--- config.mk ---
export PLATFORM = sky130hd
export DESIGN_NAME = xilinx_phy10g_reset_seq_flat
export DESIGN_NICKNAME = d
export VERILOG_FILES = /design/src/rtl/xilinx_phy10g_reset_seq_if.sv /design/src/rtl/xilinx_phy10g_reset_seq.sv /design/src/flat_wrapper.sv
export SDC_FILE = /design/constraint.sdc
export NUM_CORES = 1
export LEC_CHECK = 0
export ABC_AREA = 1
export BUFFER_PORTS_ARGS = -buffer_cell sky130_fd_sc_hd__buf_2
export CORE_AREA = 2 2 102 104
export CTS_CLUSTER_DIAMETER = 50
export DETAILED_ROUTE_END_ITERATION = 16
export DIE_AREA = 0 0 104 106
export HOLD_SLACK_MARGIN = 0.15
export PLACE_DENSITY = 0.75
export SLEW_MARGIN = 10
export SYNTH_ARGS = -nofsm -noshare
export SYNTH_HDL_FRONTEND = slang
export SYNTH_SLANG_ARGS = --single-unit
--- constraint.sdc ---
create_clock -name clk156 -period 3.59 [get_ports clk156]
set_clock_uncertainty 0.1 [all_clocks]
set_input_delay 0.5385 -clock clk156 [delete_from_list [all_inputs] [get_ports clk156]]
set_output_delay 0.5385 -clock clk156 [all_outputs]
set_load 0.02 [all_outputs]
--- src/rtl/xilinx_phy10g_reset_seq_if.sv ---
// Control/status bundle between the 10G PHY reset sequencer (slave) and its
// environment (master): QPLL/GT status in, reset and ready strobes out.
interface xilinx_phy10g_reset_seq_if #(
   parameter int NUM_LANES   = 8,
   parameter int MAX_RETRIES = 3
);
   localparam int RC_W = $clog2(MAX_RETRIES + 1);

   logic                 qplllock_i;
   logic [NUM_LANES-1:0] lane_en_i;
   logic [NUM_LANES-1:0] tx_resetdone_i;
   logic [NUM_LANES-1:0] rx_resetdone_i;
   logic [NUM_LANES-1:0] rx_reset_req_i;
   logic                 qpllreset_o;
   logic                 gttxreset_o;
   logic [NUM_LANES-1:0] gtrxreset_o;
   logic                 txuserrdy_o;
   logic [NUM_LANES-1:0] lane_ready_o;
   logic                 all_ready_o;
   logic                 fail_o;
   logic [RC_W-1:0]      retry_cnt_o;
   logic [2:0]           state_o;

   modport master (
      output qplllock_i, lane_en_i, tx_resetdone_i, rx_resetdone_i, rx_reset_req_i,
      input  qpllreset_o, gttxreset_o, gtrxreset_o, txuserrdy_o, lane_ready_o,
             all_ready_o, fail_o, retry_cnt_o, state_o
   );

   modport slave (
      input  qplllock_i, lane_en_i, tx_resetdone_i, rx_resetdone_i, rx_reset_req_i,
      output qpllreset_o, gttxreset_o, gtrxreset_o, txuserrdy_o, lane_ready_o,
             all_ready_o, fail_o, retry_cnt_o, state_o
   );
endinterface

--- src/rtl/xilinx_phy10g_reset_seq.sv ---
// QPLL / GT reset sequencer for NUM_LANES 10G lanes: hold-off, QPLL reset with
// lock timeout and bounded retries, GT reset, lock-loss recovery, per-lane RX reset.
module xilinx_phy10g_reset_seq #(
   parameter int NUM_LANES    = 8,
   parameter int HOLDOFF_W    = 8,
   parameter int PULSE_CYCLES = 3,
   parameter int LOCK_TIMEOUT = 65536,
   parameter int MAX_RETRIES  = 3
) (
   input logic                     clk156,
   input logic                     gttxreset_txusrclk2,
   xilinx_phy10g_reset_seq_if.slave bus
);
   localparam int RC_W = $clog2(MAX_RETRIES + 1);
   localparam int TO_W = $clog2(LOCK_TIMEOUT + 1);
   localparam int PC_W = $clog2(PULSE_CYCLES + 1);

   localparam logic [2:0] HOLDOFF   = 3'd0;
   localparam logic [2:0] QPLL_RST  = 3'd1;
   localparam logic [2:0] WAIT_LOCK = 3'd2;
   localparam logic [2:0] GT_RST    = 3'd3;
   localparam logic [2:0] WAIT_DONE = 3'd4;
   localparam logic [2:0] READY     = 3'd5;
   localparam logic [2:0] FAIL      = 3'd6;

   logic [1:0]           lock_sync;
   logic [NUM_LANES-1:0] txd_m, txd_s, rxd_m, rxd_s;
   logic                 lock_s;

   logic [2:0]           state, state_nxt;
   logic [HOLDOFF_W-1:0] hcnt, hcnt_nxt;
   logic [PC_W-1:0]      pcnt, pcnt_nxt;
   logic [TO_W-1:0]      tcnt, tcnt_nxt;
   logic [RC_W-1:0]      rcnt, rcnt_nxt;
   logic                 done_all, timeout, retry;

   logic                 qpll_r, gttx_r, txu_r, all_r, fail_r;
   logic [NUM_LANES-1:0] gtrx_r, lrdy_r, lrdy_nxt, lrx_nxt;

   always_ff @(posedge clk156 or posedge gttxreset_txusrclk2) begin
      if (gttxreset_txusrclk2) begin
         lock_sync <= '0;
         txd_m     <= '0;
         txd_s     <= '0;
         rxd_m     <= '0;
         rxd_s     <= '0;
      end else begin
         lock_sync <= {lock_sync[0], bus.qplllock_i};
         txd_m     <= bus.tx_resetdone_i;
         txd_s     <= txd_m;
         rxd_m     <= bus.rx_resetdone_i;
         rxd_s     <= rxd_m;
      end
   end

   assign lock_s   = lock_sync[1];
   assign done_all = &(~bus.lane_en_i | (txd_s & rxd_s));
   assign timeout  = (tcnt == TO_W'(LOCK_TIMEOUT - 1));

   always_comb begin
      state_nxt = state;
      hcnt_nxt  = hcnt;
      pcnt_nxt  = pcnt;
      tcnt_nxt  = tcnt;
      rcnt_nxt  = rcnt;
      retry     = 1'b0;
      case (state)
         HOLDOFF: begin
            hcnt_nxt = hcnt + 1'b1;
            if (hcnt_nxt[HOLDOFF_W-1]) begin
               state_nxt = QPLL_RST;
               pcnt_nxt  = '0;
            end
         end
         QPLL_RST, GT_RST: begin
            if (pcnt == PC_W'(PULSE_CYCLES - 1)) begin
               state_nxt = (state == QPLL_RST) ? WAIT_LOCK : WAIT_DONE;
               tcnt_nxt  = '0;
            end else begin
               pcnt_nxt = pcnt + 1'b1;
            end
         end
         WAIT_LOCK: begin
            if (lock_s) begin
               state_nxt = GT_RST;
               pcnt_nxt  = '0;
            end else if (timeout) retry = 1'b1;
            else tcnt_nxt = tcnt + 1'b1;
         end
         WAIT_DONE: begin
            if (done_all) begin
               state_nxt = READY;
               rcnt_nxt  = '0;
            end else if (timeout) retry = 1'b1;
            else tcnt_nxt = tcnt + 1'b1;
         end
         READY: begin
            // lock loss re-sequences without spending a retry
            if (!lock_s) begin
               state_nxt = QPLL_RST;
               pcnt_nxt  = '0;
            end
         end
         default: state_nxt = FAIL;
      endcase
      if (retry) begin
         rcnt_nxt  = rcnt + 1'b1;
         pcnt_nxt  = '0;
         state_nxt = (rcnt == RC_W'(MAX_RETRIES - 1)) ? FAIL : QPLL_RST;
      end
   end

   for (genvar i = 0; i < NUM_LANES; i++) begin : g_lane
      logic            pulse, recov, pulse_nxt, recov_nxt, rdy_nxt;
      logic [PC_W-1:0] lcnt, lcnt_nxt;

      // staying in READY implies lock_s=1, so a request coincident with lock loss is dropped
      always_comb begin
         pulse_nxt = 1'b0;
         recov_nxt = 1'b0;
         lcnt_nxt  = '0;
         rdy_nxt   = 1'b0;
         if (state_nxt == READY && bus.lane_en_i[i]) begin
            if (state != READY) rdy_nxt = 1'b1;
            else if (pulse) begin
               if (lcnt == PC_W'(PULSE_CYCLES - 1)) recov_nxt = 1'b1;
               else begin
                  pulse_nxt = 1'b1;
                  lcnt_nxt  = lcnt + 1'b1;
               end
            end else if (recov) begin
               if (rxd_s[i]) rdy_nxt = 1'b1;
               else recov_nxt = 1'b1;
            end else if (bus.rx_reset_req_i[i]) pulse_nxt = 1'b1;
            else rdy_nxt = lrdy_r[i];
         end
      end

      always_ff @(posedge clk156 or posedge gttxreset_txusrclk2) begin
         if (gttxreset_txusrclk2) begin
            pulse <= 1'b0;
            recov <= 1'b0;
            lcnt  <= '0;
         end else begin
            pulse <= pulse_nxt;
            recov <= recov_nxt;
            lcnt  <= lcnt_nxt;
         end
      end

      assign lrdy_nxt[i] = rdy_nxt;
      assign lrx_nxt[i]  = ~bus.lane_en_i[i] | pulse_nxt |
                           ~(state_nxt inside {WAIT_DONE, READY});
   end

   always_ff @(posedge clk156 or posedge gttxreset_txusrclk2) begin
      if (gttxreset_txusrclk2) begin
         state  <= HOLDOFF;
         hcnt   <= '0;
         pcnt   <= '0;
         tcnt   <= '0;
         rcnt   <= '0;
         qpll_r <= 1'b1;
         gttx_r <= 1'b1;
         gtrx_r <= '1;
         txu_r  <= 1'b0;
         lrdy_r <= '0;
         all_r  <= 1'b0;
         fail_r <= 1'b0;
      end else begin
         state  <= state_nxt;
         hcnt   <= hcnt_nxt;
         pcnt   <= pcnt_nxt;
         tcnt   <= tcnt_nxt;
         rcnt   <= rcnt_nxt;
         qpll_r <= state_nxt inside {HOLDOFF, QPLL_RST, FAIL};
         gttx_r <= ~(state_nxt inside {WAIT_DONE, READY});
         gtrx_r <= lrx_nxt;
         txu_r  <= state_nxt inside {WAIT_DONE, READY};
         lrdy_r <= lrdy_nxt;
         all_r  <= (state_nxt == READY) && (&(lrdy_nxt | ~bus.lane_en_i));
         fail_r <= (state_nxt == FAIL);
      end
   end

   assign bus.qpllreset_o  = qpll_r;
   assign bus.gttxreset_o  = gttx_r;
   assign bus.gtrxreset_o  = gtrx_r;
   assign bus.txuserrdy_o  = txu_r;
   assign bus.lane_ready_o = lrdy_r;
   assign bus.all_ready_o  = all_r;
   assign bus.fail_o       = fail_r;
   assign bus.retry_cnt_o  = rcnt;
   assign bus.state_o      = state;
endmodule
--- src/flat_wrapper.sv ---
// flat-port wrapper written by rule: the top's interface ports become plain ports
module xilinx_phy10g_reset_seq_flat 
#(
   parameter int NUM_LANES    = 8,
   parameter int HOLDOFF_W    = 8,
   parameter int PULSE_CYCLES = 3,
   parameter int LOCK_TIMEOUT = 65536,
   parameter int MAX_RETRIES  = 3
)
  (clk156, gttxreset_txusrclk2, bus_qplllock_i, bus_lane_en_i, bus_tx_resetdone_i, bus_rx_resetdone_i, bus_rx_reset_req_i, bus_qpllreset_o, bus_gttxreset_o, bus_gtrxreset_o, bus_txuserrdy_o, bus_lane_ready_o, bus_all_ready_o, bus_fail_o, bus_retry_cnt_o, bus_state_o);
  xilinx_phy10g_reset_seq_if #(.NUM_LANES(NUM_LANES), .MAX_RETRIES(MAX_RETRIES)) bus_i ();
  input logic clk156;
  input logic gttxreset_txusrclk2;
  input wire logic [$bits(bus_i.qplllock_i)-1:0] bus_qplllock_i;
  input wire logic [$bits(bus_i.lane_en_i)-1:0] bus_lane_en_i;
  input wire logic [$bits(bus_i.tx_resetdone_i)-1:0] bus_tx_resetdone_i;
  input wire logic [$bits(bus_i.rx_resetdone_i)-1:0] bus_rx_resetdone_i;
  input wire logic [$bits(bus_i.rx_reset_req_i)-1:0] bus_rx_reset_req_i;
  output wire logic [$bits(bus_i.qpllreset_o)-1:0] bus_qpllreset_o;
  output wire logic [$bits(bus_i.gttxreset_o)-1:0] bus_gttxreset_o;
  output wire logic [$bits(bus_i.gtrxreset_o)-1:0] bus_gtrxreset_o;
  output wire logic [$bits(bus_i.txuserrdy_o)-1:0] bus_txuserrdy_o;
  output wire logic [$bits(bus_i.lane_ready_o)-1:0] bus_lane_ready_o;
  output wire logic [$bits(bus_i.all_ready_o)-1:0] bus_all_ready_o;
  output wire logic [$bits(bus_i.fail_o)-1:0] bus_fail_o;
  output wire logic [$bits(bus_i.retry_cnt_o)-1:0] bus_retry_cnt_o;
  output wire logic [$bits(bus_i.state_o)-1:0] bus_state_o;
  assign bus_i.qplllock_i = bus_qplllock_i;
  assign bus_i.lane_en_i = bus_lane_en_i;
  assign bus_i.tx_resetdone_i = bus_tx_resetdone_i;
  assign bus_i.rx_resetdone_i = bus_rx_resetdone_i;
  assign bus_i.rx_reset_req_i = bus_rx_reset_req_i;
  assign bus_qpllreset_o = bus_i.qpllreset_o;
  assign bus_gttxreset_o = bus_i.gttxreset_o;
  assign bus_gtrxreset_o = bus_i.gtrxreset_o;
  assign bus_txuserrdy_o = bus_i.txuserrdy_o;
  assign bus_lane_ready_o = bus_i.lane_ready_o;
  assign bus_all_ready_o = bus_i.all_ready_o;
  assign bus_fail_o = bus_i.fail_o;
  assign bus_retry_cnt_o = bus_i.retry_cnt_o;
  assign bus_state_o = bus_i.state_o;
  xilinx_phy10g_reset_seq #(.NUM_LANES(NUM_LANES), .HOLDOFF_W(HOLDOFF_W), .PULSE_CYCLES(PULSE_CYCLES), .LOCK_TIMEOUT(LOCK_TIMEOUT), .MAX_RETRIES(MAX_RETRIES)) u_core (.clk156(clk156), .gttxreset_txusrclk2(gttxreset_txusrclk2), .bus(bus_i));
endmodule
# Word-level counts from Yosys, hierarchy flattened
# Cells that the tools add are included.
# totals
reg_bits,119
latchBits,0
mem_bits_rw,0
rom_bits,0
wordCells,336
n_memories,0
# classes
addsub,12
multipliers,0
n_div,0
n_lt_le_gt_ge,0
eq_ne,28
n_shift,0
muxes,203
n_bitwise,29
reduce_logical,23
# op_table
operator,count
$mux W1,147
$mux W2,40
$mux W17,4
$pmux W17 S3,1
$mux W3,8
$add A2 B1 Y2 const B,10
$eq A2 B2 Y1 const B,10
$add A17 B1 Y17 const B,1
$eq A17 B16 Y1 const B,1
$or A1 B1 Y1,16
$or A8 B8 Y8,2
$reduce_and A8 Y1,2
$eq A3 B3 Y1 const B,5
$pmux W3 S5,1
$logic_and A1 B1 Y1,9
$not A1 Y1,9
$add A8 B1 Y8 const B,1
$and A8 B8 Y8,1
$not A8 Y8,1
$pmux W2 S4,1
$eq A3 B1 Y1 const B,2
$eq A3 B2 Y1 const B,2
$logic_not A3 Y1,2
$ne A3 B1 Y1 const B,2
12 further kinds,17

# Depth between registers and ports, before layout
# Gate-level depths: netlist (run 1).
# logic_depth
depth_word,12
mapped_depth,21
depth_no_buf,21

# Worst setup path after synthesis (run 1)
# No wires, ideal clock.
# synth_path
kind,reg-to-reg
from,register u_core.tcnt[0]
to,register u_core.g_lane[3].lcnt[0]
setup_time_ps,80
arrival_time_ps,2122
t_required_ps,3410
setup_slack_ps,1287
stages_incl_launch_ff,21
path_cell_list,dfrtp_1 > ha_1 > nand2_1 > nor2_1 > nand3_1 > nor2_1 > inv_1 > nor2_1 > ha_1 > inv_1 > nor2_1 > nand2_1 > nand2_2 > inv_2 > nand2_1 > nor2_4 > nand2_4 > inv_4 > buf_6 > nand2_2 > nor3_2
# synth_between
elab_chain_cells,8
# synth_lines
element,line,text
start: declaration,xilinx_phy10g_reset_seq.sv:33,"logic [TO_W-1:0] tcnt, tcnt_nxt;"
start signal: assignment,xilinx_phy10g_reset_seq.sv:174,tcnt <= tcnt_nxt;
$eq A17 B16 Y1 *,xilinx_phy10g_reset_seq.sv:58,assign timeout = (tcnt == TO_W'(LOCK_TIMEOUT - 1));
$mux W1 *,"xilinx_phy10g_reset_seq.sv:87, xilinx_phy10g_reset_seq.sv:94",
$mux W1 (on tied branches),"xilinx_phy10g_reset_seq.sv:91, xilinx_phy10g_reset_seq.sv:84",
$pmux W1 S2 *,xilinx_phy10g_reset_seq.sv:67,case (state)
$mux W3 *,xilinx_phy10g_reset_seq.sv:106,if (retry) begin
$eq A3 B3 Y1 *,xilinx_phy10g_reset_seq.sv:123,if (state_nxt == READY && bus.lane_en_i[i]) begin
$logic_and A1 B1 Y1 *,xilinx_phy10g_reset_seq.sv:123,
$mux W2 *,xilinx_phy10g_reset_seq.sv:123,
via u_core.g_lane[3].lcnt_nxt[0],xilinx_phy10g_reset_seq.sv:115,"logic [PC_W-1:0] lcnt, lcnt_nxt;"
end signal: assignment,xilinx_phy10g_reset_seq.sv:147,lcnt <= lcnt_nxt;
end: declaration,xilinx_phy10g_reset_seq.sv:115,
# The timed path passes the listed nets; every way through them passes the cells marked *.
# A chain may end at the register's enable or synchronous reset.

# Final worst setup path (run 1)
# layout_path
from,register u_core.tcnt[0]
to,register u_core.g_lane[1].recov
# layout_between
elab_chain_cells,8
# layout_lines
element,line,text
$eq A17 B16 Y1 *,xilinx_phy10g_reset_seq.sv:58,
$mux W1 *,"xilinx_phy10g_reset_seq.sv:87, xilinx_phy10g_reset_seq.sv:94",
$mux W1 (on tied branches),"xilinx_phy10g_reset_seq.sv:91, xilinx_phy10g_reset_seq.sv:84",
$pmux W1 S2 *,xilinx_phy10g_reset_seq.sv:67,
$mux W3 *,xilinx_phy10g_reset_seq.sv:106,
$eq A3 B3 Y1 *,xilinx_phy10g_reset_seq.sv:123,
$logic_and A1 B1 Y1 *,xilinx_phy10g_reset_seq.sv:123,
$mux W1 *,xilinx_phy10g_reset_seq.sv:123,
via u_core.g_lane[1].recov_nxt,xilinx_phy10g_reset_seq.sv:114,"logic pulse, recov, pulse_nxt, recov_nxt, rdy_nxt;"
end signal: assignment,xilinx_phy10g_reset_seq.sv:146,recov <= recov_nxt;
end: declaration,xilinx_phy10g_reset_seq.sv:114,
# Marked as above.

==> impl_summary.md, run 1 <==
Detailed routing
The routed via count divided by cell count is 5.02. The violation count after the first detailed-route iteration is 238. The routed design has between 10000 and 15000 um of wire. In this run the remaining antenna-violating nets after routing total 0. The number of optimization iterations in the first detailed-route pass is 5. Across all layers, the routed design uses just under 4000 vias.

After detailed routing, the number of remaining DRC violations is 0. After detailed routing, the average wire length per cell comes to 13.7 um.

Cells and area
From synthesis to final layout, the design area changed by 25.6%. The final core utilization is 0.628. In the final layout, the share of cells above drive strength 1 is 0.229. For this run, the post-layout net count is 668. The repair_antennas step left the layout with diodes totalling 0.

Timing
In the finished design, the share of the clock period the worst path needs comes to 0.827. The count of pins over their slew limit is 0. For the pin with the worst max-slew slack, the measured transition is 0.956 ns. The shortest period the worst path allows is 2.97 ns.

Setup repair after global routing left no endpoint under its margin. Measured against its own limit, the worst slew margin works out to 0.361. The achievable clock frequency is 337 MHz. The count of endpoints failing hold in the final timing report is 0. The worst-case hold slack is 0.247 ns. Setup violations remaining at the end of the flow were counted as 0. The total negative slack for setup checks is 0 ns.

Worst setup path
The endpoint class of the critical path is a register. Traced cell by cell, the critical path runs through ha_1, nand2_1, nor2_1, nand3_1, nor2_1, inv_1, nor2_1, ha_1, inv_1, nor2_1, nand2_1, nand2_2, inv_2, nand2_1, nor2_4, nand2_4, inv_4, nand2_1, inv_2, nand2_1, a21oi_1. The worst setup path category is reg -> reg. For the worst setup path, the data arrival time is 3.33 ns. The dominant cell type by count on the critical path is sky130_fd_sc_hd__nand2_1. The worst setup path is launched from a register. The standard cell with the maximum stage delay on the critical path is sky130_fd_sc_hd__dfrtp_1. Data on the critical path is required at its endpoint by 3.95 ns. Along the worst path, the maximum fanout reaches 13. On the worst path, the slowest cell contributes a delay of slightly above 0.4 ns.

Clocking
The clock latency on the worst-skew pair is 0.53 ns. The tree built by TritonCTS fans out to 119 sinks. The post-CTS setup-driven buffer insertion count is 0. After clock tree synthesis, the clock-pin slew on the worst setup and hold paths is 0.06 ns. The cell sitting at the root of the clock tree is a sky130_fd_sc_hd__clkbuf_8. Post-CTS repair changed the size of 0 cells. CTS built an H-tree with a depth of 4.

The post-cts hold buffer count is 26. The CTS tree is yes. The worst-case clock buffer depth is 2.

The TritonCTS buffer count is 17.

Logic synthesis
The share of the synthesized area in the top cell type is 0.546. Counting every net in the synthesized netlist gives ~570. In the post-synthesis netlist, the biggest area contributors are sky130_fd_sc_hd__dfrtp_1, sky130_fd_sc_hd__nand2_1, sky130_fd_sc_hd__dfstp_2.

Averaged over all synthesized cells, the footprint is roughly 9.5 um2. The sequential share of the synthesized area is 0.598. The mapped netlist covers 5000 um2. Summed over all instances, the cell type with the most area after synthesis is sky130_fd_sc_hd__dfrtp_1. During synthesis, Yosys emitted a total of 0 warnings. Synthesis produced a netlist whose cell count is 527. After synthesis the netlist holds a flip-flop and latch count of 119.

The number of distinct library cells after synthesis is 37.

Global route
The first global-routing pass estimated 18100 um of wire. The number of antenna violations at the first check in global routing is 0. Entering global routing, the biggest net connects 47 pins. For this run the aggregate overflow at the end of global routing stands at 0. The number of global-route vias before repair is 3861. For this run, the total global-route usage over all layers was measured as 0.211.

Floorplanning
The number of placement rows is 37. The starting density of the core is 0.500. The x dimension of the die is 104 um. After floorplanning, the core was sized to cover 10000 um2. The vertical die dimension is around 110 um. The number of I/O pins is 61. The die covers 11000 um2.

Power
For this design the static power due to leakage is between 2 and 3 nW. The power per cell area is 645 nW/um2. The maximum VDD drop is about 0.28 mV.

The final total power is 0.00405 W.

Placement
The HPWL after detailed placement is 7220 um. The number of input and output port buffers inserted is 60. Routability-driven placement finished with a final weighted congestion of 0.900.

Outcome
The flow ran to the end, and the final reports show no timing, DRC or antenna violations.

Flow run
The max-capacitance violation count is 0.

Worst hold path
In this run the worst hold path is classified as reg -> reg.
## layout by cell type (no fill, tap or decap), types with 2 or more instances in the layout
| cell | instances |
|---|---|
| sky130_fd_sc_hd__nand2_1 | 90 |
| sky130_fd_sc_hd__nor2_1 | 53 |
| sky130_fd_sc_hd__nor4_1 | 2 |
| sky130_fd_sc_hd__clkbuf_16 | 16 |
| sky130_fd_sc_hd__nor2_2 | 5 |
| sky130_fd_sc_hd__xnor2_1 | 2 |
| sky130_fd_sc_hd__nand3b_1 | 5 |
| sky130_fd_sc_hd__a21oi_1 | 23 |
| sky130_fd_sc_hd__clkinv_4 | 4 |
| sky130_fd_sc_hd__or2_2 | 12 |
| sky130_fd_sc_hd__o31ai_1 | 3 |
| sky130_fd_sc_hd__o21a_1 | 3 |
| sky130_fd_sc_hd__inv_8 | 2 |
| sky130_fd_sc_hd__nand2_2 | 6 |
| sky130_fd_sc_hd__a31oi_1 | 3 |
| sky130_fd_sc_hd__nand3_1 | 40 |
| sky130_fd_sc_hd__nor3b_1 | 3 |
| sky130_fd_sc_hd__dfstp_2 | 10 |
| sky130_fd_sc_hd__xor2_1 | 7 |
| sky130_fd_sc_hd__buf_4 | 2 |
| sky130_fd_sc_hd__buf_2 | 60 |
| sky130_fd_sc_hd__inv_1 | 67 |
| sky130_fd_sc_hd__dfrtp_1 | 109 |
| sky130_fd_sc_hd__o21ai_0 | 30 |
| sky130_fd_sc_hd__nor3_1 | 10 |
| sky130_fd_sc_hd__ha_1 | 5 |
| sky130_fd_sc_hd__inv_2 | 5 |
| sky130_fd_sc_hd__dlygate4sd3_1 | 26 |
| sky130_fd_sc_hd__inv_6 | 3 |
| sky130_fd_sc_hd__nand4_1 | 6 |
| sky130_fd_sc_hd__clkbuf_8 | 2 |
| sky130_fd_sc_hd__nor3_2 | 9 |
| sky130_fd_sc_hd__clkinvlp_4 | 5 |
| sky130_fd_sc_hd__o211a_1 | 2 |
## path summary, 6_finish.rpt
kind	end	depth (start not counted)	start	slack, ns
hold reg to reg	u_core.txd_s[7]	0	u_core.txd_m[7]	0.25
setup / recovery	u_core.g_lane[1].recov	21	u_core.tcnt[0]	0.62
min in group asynchronous	u_core.rxd_m[6]	3	gttxreset_txusrclk2	0.67
hold / removal	u_core.txd_s[7]	0	u_core.txd_m[7]	0.25
max in group asynchronous	u_core.hcnt[7]	4	gttxreset_txusrclk2	1.79
setup reg to reg	u_core.g_lane[1].recov	21	u_core.tcnt[0]	0.62
## synthesized netlist by cell type
cell type	count
sky130_fd_sc_hd__nand4_1	6
sky130_fd_sc_hd__o22ai_1	1
sky130_fd_sc_hd__o21ai_1	1
sky130_fd_sc_hd__nor3b_1	3
sky130_fd_sc_hd__inv_1	68
sky130_fd_sc_hd__a31oi_1	3
sky130_fd_sc_hd__nand3b_1	5
sky130_fd_sc_hd__a211oi_1	1
sky130_fd_sc_hd__o21a_1	3
sky130_fd_sc_hd__o211a_1	2
sky130_fd_sc_hd__nor2_2	5
sky130_fd_sc_hd__buf_6	1
sky130_fd_sc_hd__nand3_1	40
sky130_fd_sc_hd__o31ai_1	3
sky130_fd_sc_hd__nor2_4	1
sky130_fd_sc_hd__dfstp_2	10
sky130_fd_sc_hd__or2_2	12
sky130_fd_sc_hd__ha_1	5
sky130_fd_sc_hd__nor3_2	9
sky130_fd_sc_hd__nor4_1	2
sky130_fd_sc_hd__a21oi_1	23
sky130_fd_sc_hd__nand2_4	1
sky130_fd_sc_hd__clkbuf_1	3
sky130_fd_sc_hd__inv_2	5
sky130_fd_sc_hd__buf_2	3
sky130_fd_sc_hd__inv_4	1
sky130_fd_sc_hd__o21ai_0	30
sky130_fd_sc_hd__nor3_1	10
sky130_fd_sc_hd__nor2_1	53
sky130_fd_sc_hd__nand2_1	90
sky130_fd_sc_hd__xor2_1	7
sky130_fd_sc_hd__nor3b_2	1
sky130_fd_sc_hd__dfrtp_1	109
sky130_fd_sc_hd__or2_1	1
sky130_fd_sc_hd__o2111ai_1	1
sky130_fd_sc_hd__xnor2_1	2
sky130_fd_sc_hd__nand2_2	6
## area by class of cell
class / instances / area [um2]
Sequential cell: 119 / 2990
Tap cell: 136 / 170
Clock buffer: 18 / 428
Multi-Input combinational cell: 327 / 1690
Fill cell: 822 / 3720
Clock inverter: 14 / 119
Timing Repair Buffer: 89 / 596
Inverter: 74 / 284
## per-stage QoR
step                setup slack, ns  cells  cell area (um2)
finish                        0.623    777             6280
global route                  0.319    777             6280
CTS                           0.652    777             6280
detailed placement            0.667    719             5470
global placement              0.826    719             5470
floorplan                      1.29    527             5000
## sequential cells by signal, indices dropped and copies added, names as in the netlist, 2 cells and up
register / count
u_core.tcnt: 17
u_core.g_lane.lcnt: 16
u_core.bus.gtrxreset_o: 8
u_core.bus.lane_ready_o: 8
u_core.g_lane.pulse: 8
u_core.g_lane.recov: 8
u_core.hcnt: 8
u_core.rxd_m: 8
u_core.rxd_s: 8
u_core.txd_m: 8
u_core.txd_s: 8
u_core.bus.state_o: 3
u_core.bus.retry_cnt_o: 2
u_core.lock_sync: 2
u_core.pcnt: 2
## power breakdown
part | total [W] | leakage [nW] | switching [W] | internal, W
logic | 0.000879 | 1.20 | 0.000601 | 0.000278
registers | 0.00163 | 1.52 | 0.000110 | 0.00152
clock network | 0.00154 | 0.258 | 0.000656 | 0.000882
## critical path: cells and delay by family (launching register included)
kind | cells | cell delay, ns
DFF | 1 | 0.41
buffers and inverters | 5 | 0.49
AOI/OAI and AO/OA | 1 | 0.13
and+or+nand+nor | 13 | 1.34
adders and majority gates | 2 | 0.41
## per-layer routing
metal | track usage | part of all wire | up-vias | routed length [um]
li1 | - | - | 1903 | -
met1 | 0.271 | 0.45 | 1864 | 4740
met2 | 0.335 | 0.48 | 102 | 5120
met3 | 0.0576 | 0.047 | 29 | 497
met4 | 0.102 | 0.028 | 0 | 293
met5 | 0 | 0 | - | 0
## kinds of logic (layout without fill, tap and decap cells)
group,count (synthesis),count (layout),synth area share
compound gates,68,68,0.0753
xor+xnor,9,9,0.0158
fa+ha+maj,5,5,0.0125
buf+inv,81,195,0.0636
flops,119,119,0.598
simple gates,245,245,0.235
Power figures use the tool's default switching activity.
==> run 2: changes to the inputs <==
--- a/config.mk
+++ b/config.mk
@@ -5,14 +5,14 @@
 export SDC_FILE = /design/constraint.sdc
 export NUM_CORES = 1
 export LEC_CHECK = 0
-export ABC_AREA = 1
+export ABC_AREA = 0
 export BUFFER_PORTS_ARGS = -buffer_cell sky130_fd_sc_hd__buf_2
-export CORE_AREA = 2 2 102 104
+export CORE_AREA = 2 2 98 100
 export CTS_CLUSTER_DIAMETER = 50
 export DETAILED_ROUTE_END_ITERATION = 16
-export DIE_AREA = 0 0 104 106
+export DIE_AREA = 0 0 100 102
 export HOLD_SLACK_MARGIN = 0.15
-export PLACE_DENSITY = 0.75
+export PLACE_DENSITY = 0.78
 export SLEW_MARGIN = 10
 export SYNTH_ARGS = -nofsm -noshare
 export SYNTH_HDL_FRONTEND = slang
==> constraint.sdc (replaced) <==
create_clock -name clk156 -period 2.75 [get_ports clk156]
set_clock_uncertainty 0.1 [all_clocks]
set_input_delay 0.4125 -clock clk156 [delete_from_list [all_inputs] [get_ports clk156]]
set_output_delay 0.4125 -clock clk156 [all_outputs]
set_load 0.02 [all_outputs]
==> run 2 against run 1 <==
Against the previous run: flip-flop and latch count stayed put; first-iteration DRC count down 16%; clock power increased by 47%; sequential power is 40% higher; non-clock buffer count up 14; setup slack worse by 0.45 ns; synthesized cell count is 14% lower; die area fell by 7.5%; critical path type unchanged; largest cell class unchanged; largest power group unchanged; highest routed layer unchanged.
==> impl_summary.md, run 2 <==
Cells and area
The flip-flop count of the largest register after layout was 17 (unchanged). The design area is 6480 um2 (+3.3%). More flip-flops sit in one register than any other, and that register is u_core.tcnt. The multi-input logic area is 1950 um2 (+16%). The top cell types in the final layout, fill and taps aside, are sky130_fd_sc_hd__dfrtp_1, sky130_fd_sc_hd__buf_2, sky130_fd_sc_hd__nand2_1.

The area taken by flip-flops and latches is 2990 um2 (unchanged). The area overhead of the layout relative to synthesis is 26.5%. In the final layout, the registers with the most flip-flops are u_core.tcnt: 17 flops, u_core.g_lane.lcnt: 16 flops. The number of fill cells in the layout was 630 (-23%).

Leaving out fill and tap cells, the most frequent cell in the layout is sky130_fd_sc_hd__dfrtp_1. The total inserted antenna cells is 0 (unchanged). The final core utilization is 0.712 (+0.0842). The share of post-route cells with drive strength above 1 is 0.247 (+0.0176). The number of nets at the end of the flow is 598 (-10%).

Detailed routing
The routed via count divided by cell count is 5.71 (+14%). The total via count after detailed routing is 3896 (-0.051%). The number of optimization iterations in the first detailed-route pass is 4 (-1). The remaining number of nets flagged by the antenna check after routing is 0 (unchanged). The number of remaining DRC errors was 0 (unchanged). The final wirelength came to 11200 um (+5.3%). The per-cell routed wire length is 16.5 um (+20%). The violation count after the first detailed-route iteration came to 201 (-16%).

Clocking
The clock-pin transition on the worst setup and hold timing paths came to 0.06 ns (about the same). The CTS tree is yes. The CTS root buffer is sky130_fd_sc_hd__clkbuf_8.

The CTS H-tree depth is 4 (unchanged). The TritonCTS buffer count is 17 (unchanged). The clock latency on the worst-skew pair came to 0.51 ns (-0.02 ns).

The number of clock sinks is 119 (unchanged). The worst-case clock buffer depth was 2 (unchanged).

Timing
The total negative slack for setup checks is 0 ns (unchanged). The period utilization is 0.938 (+0.112). The measured slew at the worst slew-check pin came to 0.725 ns (-0.231 ns). The final count of negative-setup-slack endpoints came to 0 (unchanged). The count of pins over their slew limit is 0 (unchanged). The shortest period the worst path allows is 2.58 ns (-0.387 ns). The achievable clock frequency is 388 MHz (+15%). The count of endpoints failing hold in the final timing report came to 0 (unchanged). The worst-case hold slack is 0.243 ns (-0.00440 ns).

The tightest slew margin relative to the limit came to 0.516 (+0.154).

Worst setup path
The worst path required time is 3.09 ns (-0.86 ns). STA classifies the critical path startpoint as a register. The internal reg-to-reg setup slack came to 0.17 ns (-0.45 ns). The maximum fanout along the worst path is 11 (-2).

The signal arrival time at the worst endpoint is 2.92 ns (-0.41 ns). The endpoint class of the critical path is a register. The worst setup path category is reg -> reg.

Power
The internal power contribution came to 0.00393 W (+47%). The cell leakage power came to 2.90 nW (-2.5%). The maximum VDD drop is 0.445 mV (+57%). The clock network power share is 0.396 (+0.016).

The combinational fraction of design power is 0.202 (-0.015). The sequential power share is 0.402 (about the same). The power per cell area came to 878 nW/um2 (+36%). The switching share of power is 0.310 (-0.0278). The total net switching power is 0.00176 W (+29%).

Worst hold path
The type of the tightest min-delay check is reg -> reg.

Flow run
The max-capacitance violation count is 0 (unchanged).

Placement
The placed instance area came to 5570 um2 (+1.9%). The HPWL after detailed placement is 7230 um (+0.11%). The number of input and output port buffers inserted is 60 (unchanged). The last weighted congestion value of the routability-driven placer is 0.866 (-3.7%).

Floorplanning
The full die area is 10200 um2 (-7.5%). The number of placement rows is 35 (-5.4%). The x dimension of the die was 100 um (-3.8%).

The starting density of the core is 0.563 (+0.0628). The vertical die dimension was 102 um (-3.8%). The number of I/O pins is 61 (unchanged). The placeable core region was 9110 um2 (-8.9%).

Logic synthesis
The synthesized-area fraction occupied by xor and xnor cells is 0.0137 (-0.00210). The gate count of the mapped netlist came to 453 (-14%). In the post-synthesis netlist, the biggest area contributors are sky130_fd_sc_hd__dfrtp_1, sky130_fd_sc_hd__dfstp_2, sky130_fd_sc_hd__nand2_1. The share of the synthesized area in the top cell type is 0.532 (-0.0135).

In the synthesized netlist, the cells that appear most often are sky130_fd_sc_hd__dfrtp_1, sky130_fd_sc_hd__nand2_1, sky130_fd_sc_hd__nor2_1. sky130_fd_sc_hd__dfrtp_1 takes more of the synthesized area than any other cell. The dominant cell by count in the synthesized netlist is sky130_fd_sc_hd__dfrtp_1. The share of the synthesized area in compound gates (AO/OA/AOI/OAI) is 0.132 (+0.0565). The synthesized netlist net count is 493 (-13%). The average size of a mapped cell is 11.3 um2 (+19%). The yosys synthesis warning count is 0 (unchanged). The cell area after synthesis is 5120 um2 (+2.5%).

The fraction of synthesis flops using an asynchronous set or reset pin was 1.00 (unchanged). The sequential share of the synthesized area is 0.583 (-0.0148). Among all flip-flop cells after synthesis, the most frequent one is sky130_fd_sc_hd__dfrtp_1. The multiplexer fraction of the synthesized cell area is 0.0181 (+0.0181). The combinational family with the most area after synthesis is simple AND/OR/NAND/NOR gates. The count of flip-flops with a built-in enable after synthesis is 0 (unchanged). The number of distinct library cells after synthesis was 60 (+62%). The count of state elements after synthesis was 119 (unchanged). The share of synthesized cell area in and, or, nand and nor gates was 0.205 (-0.0300). The adder-cell share of the synthesized area is 0.0122 (-0.000309).

Outcome
The flow ran to the end, and the final reports show no timing, DRC or antenna violations.

Global route
The overflow left after global routing came to 0 (unchanged). The most used routing layer in global routing is met2. The pin count of the biggest net entering global routing is 55 (+17%). The number of antenna violations at the first check in global routing is 0 (unchanged). The combined global-route utilization of all metal layers is 0.233 (+0.0211). The global routing usage on met1 is 0.297 (+0.0258).

The number of global-route vias before repair is 3842 (-0.49%). The fraction of met3 tracks used by global routing is 0.0534 (-0.00428). The global-route met2 utilization is 0.388 (+0.0532). The wire length of the first global-routing pass is 18400 um (+1.4%).
-- run 2: logic make-up (layout without fill, tap and decap cells) --
group                      Yosys count  in the layout
AOI/OAI and AO/OA                   98             98
xor gates and xnor gates             8              8
adders and majority gates            5              5
buffers and inverters               37            155
DFF                                119            119
muxes                                8              8
and+or+nand+nor                    178            178
-- run 2: worst paths after layout --
check | to | cells after the start | start
worst max register to register | u_core.tcnt[4] | 11 | u_core.tcnt[0]
min in group asynchronous | u_core.g_lane[5].recov | 3 | gttxreset_txusrclk2
worst min register to register | u_core.rxd_s[6] | 0 | u_core.rxd_m[6]
worst max-delay path | u_core.tcnt[4] | 11 | u_core.tcnt[0]
max in group asynchronous | u_core.bus.qpllreset_o | 4 | gttxreset_txusrclk2
worst min-delay path | u_core.rxd_s[6] | 0 | u_core.rxd_m[6]
-- run 2: layout make-up --
| type | instances | share of cell area |
|---|---|---|
| Multi-Input combinational cell | 297 | 0.301 |
| Clock inverter | 14 | 0.0291 |
| Timing Repair Buffer | 103 | 0.110 |
| Tap cell | 111 | 0.0214 |
| Clock buffer | 18 | 0.0644 |
| Inverter | 20 | 0.0122 |
| Sequential cell | 119 | 0.461 |
-- run 2: repair_timing --
item | in CTS | in global routing
hold endpoints to repair | 82 | 0
setup buffers | 0 | 4
setup endpoints to repair | 0 | 10
gates resized for setup | 0 | 3
hold buffers | 27 | 0
-- run 2: power by group through the flow --
stage,clock (W),combinational (W),sequential [W]
global placement,0,0.00105,0.00230
global route,0.00236,0.00127,0.00233
CTS,0.00228,0.00113,0.00229
detailed placement,0,0.00109,0.00231
finish,0.00226,0.00115,0.00229
floorplan,0,0.000733,0.00232
-- run 2: routing by layer --
layer | part of all wire | vias to the layer above
met3 | 0.050 | 25
met4 | 0.024 | 0
li1 | - | 1858
met1 | 0.42 | 1904
met5 | 0 | -
met2 | 0.50 | 109
-- run 2: worst max-delay path, stage by stage (launching register included) --
cell and delay [ns]:
sky130_fd_sc_hd__dfrtp_1 0.42, sky130_fd_sc_hd__ha_1 0.24, sky130_fd_sc_hd__and2_1 0.22, sky130_fd_sc_hd__nand2_1 0.08, sky130_fd_sc_hd__nor2_1 0.04, sky130_fd_sc_hd__ha_1 0.20
sky130_fd_sc_hd__nor2_1 0.09, sky130_fd_sc_hd__o21a_2 0.19, sky130_fd_sc_hd__nor2_1 0.07, sky130_fd_sc_hd__buf_4 0.18, sky130_fd_sc_hd__or4_1 0.51, sky130_fd_sc_hd__a21oi_2 0.16
-- run 2: metrics by stage --
stage / worst slack (ns) / total power (W) / std cells
after floorplan: 0.349 / 0.00305 / 453
after global placement: 0.244 / 0.00334 / 619
after detailed placement: 0.122 / 0.00340 / 619
after CTS: 0.0786 / 0.00570 / 678
after global routing: -0.0121 / 0.00596 / 682
final: 0.170 / 0.00569 / 682
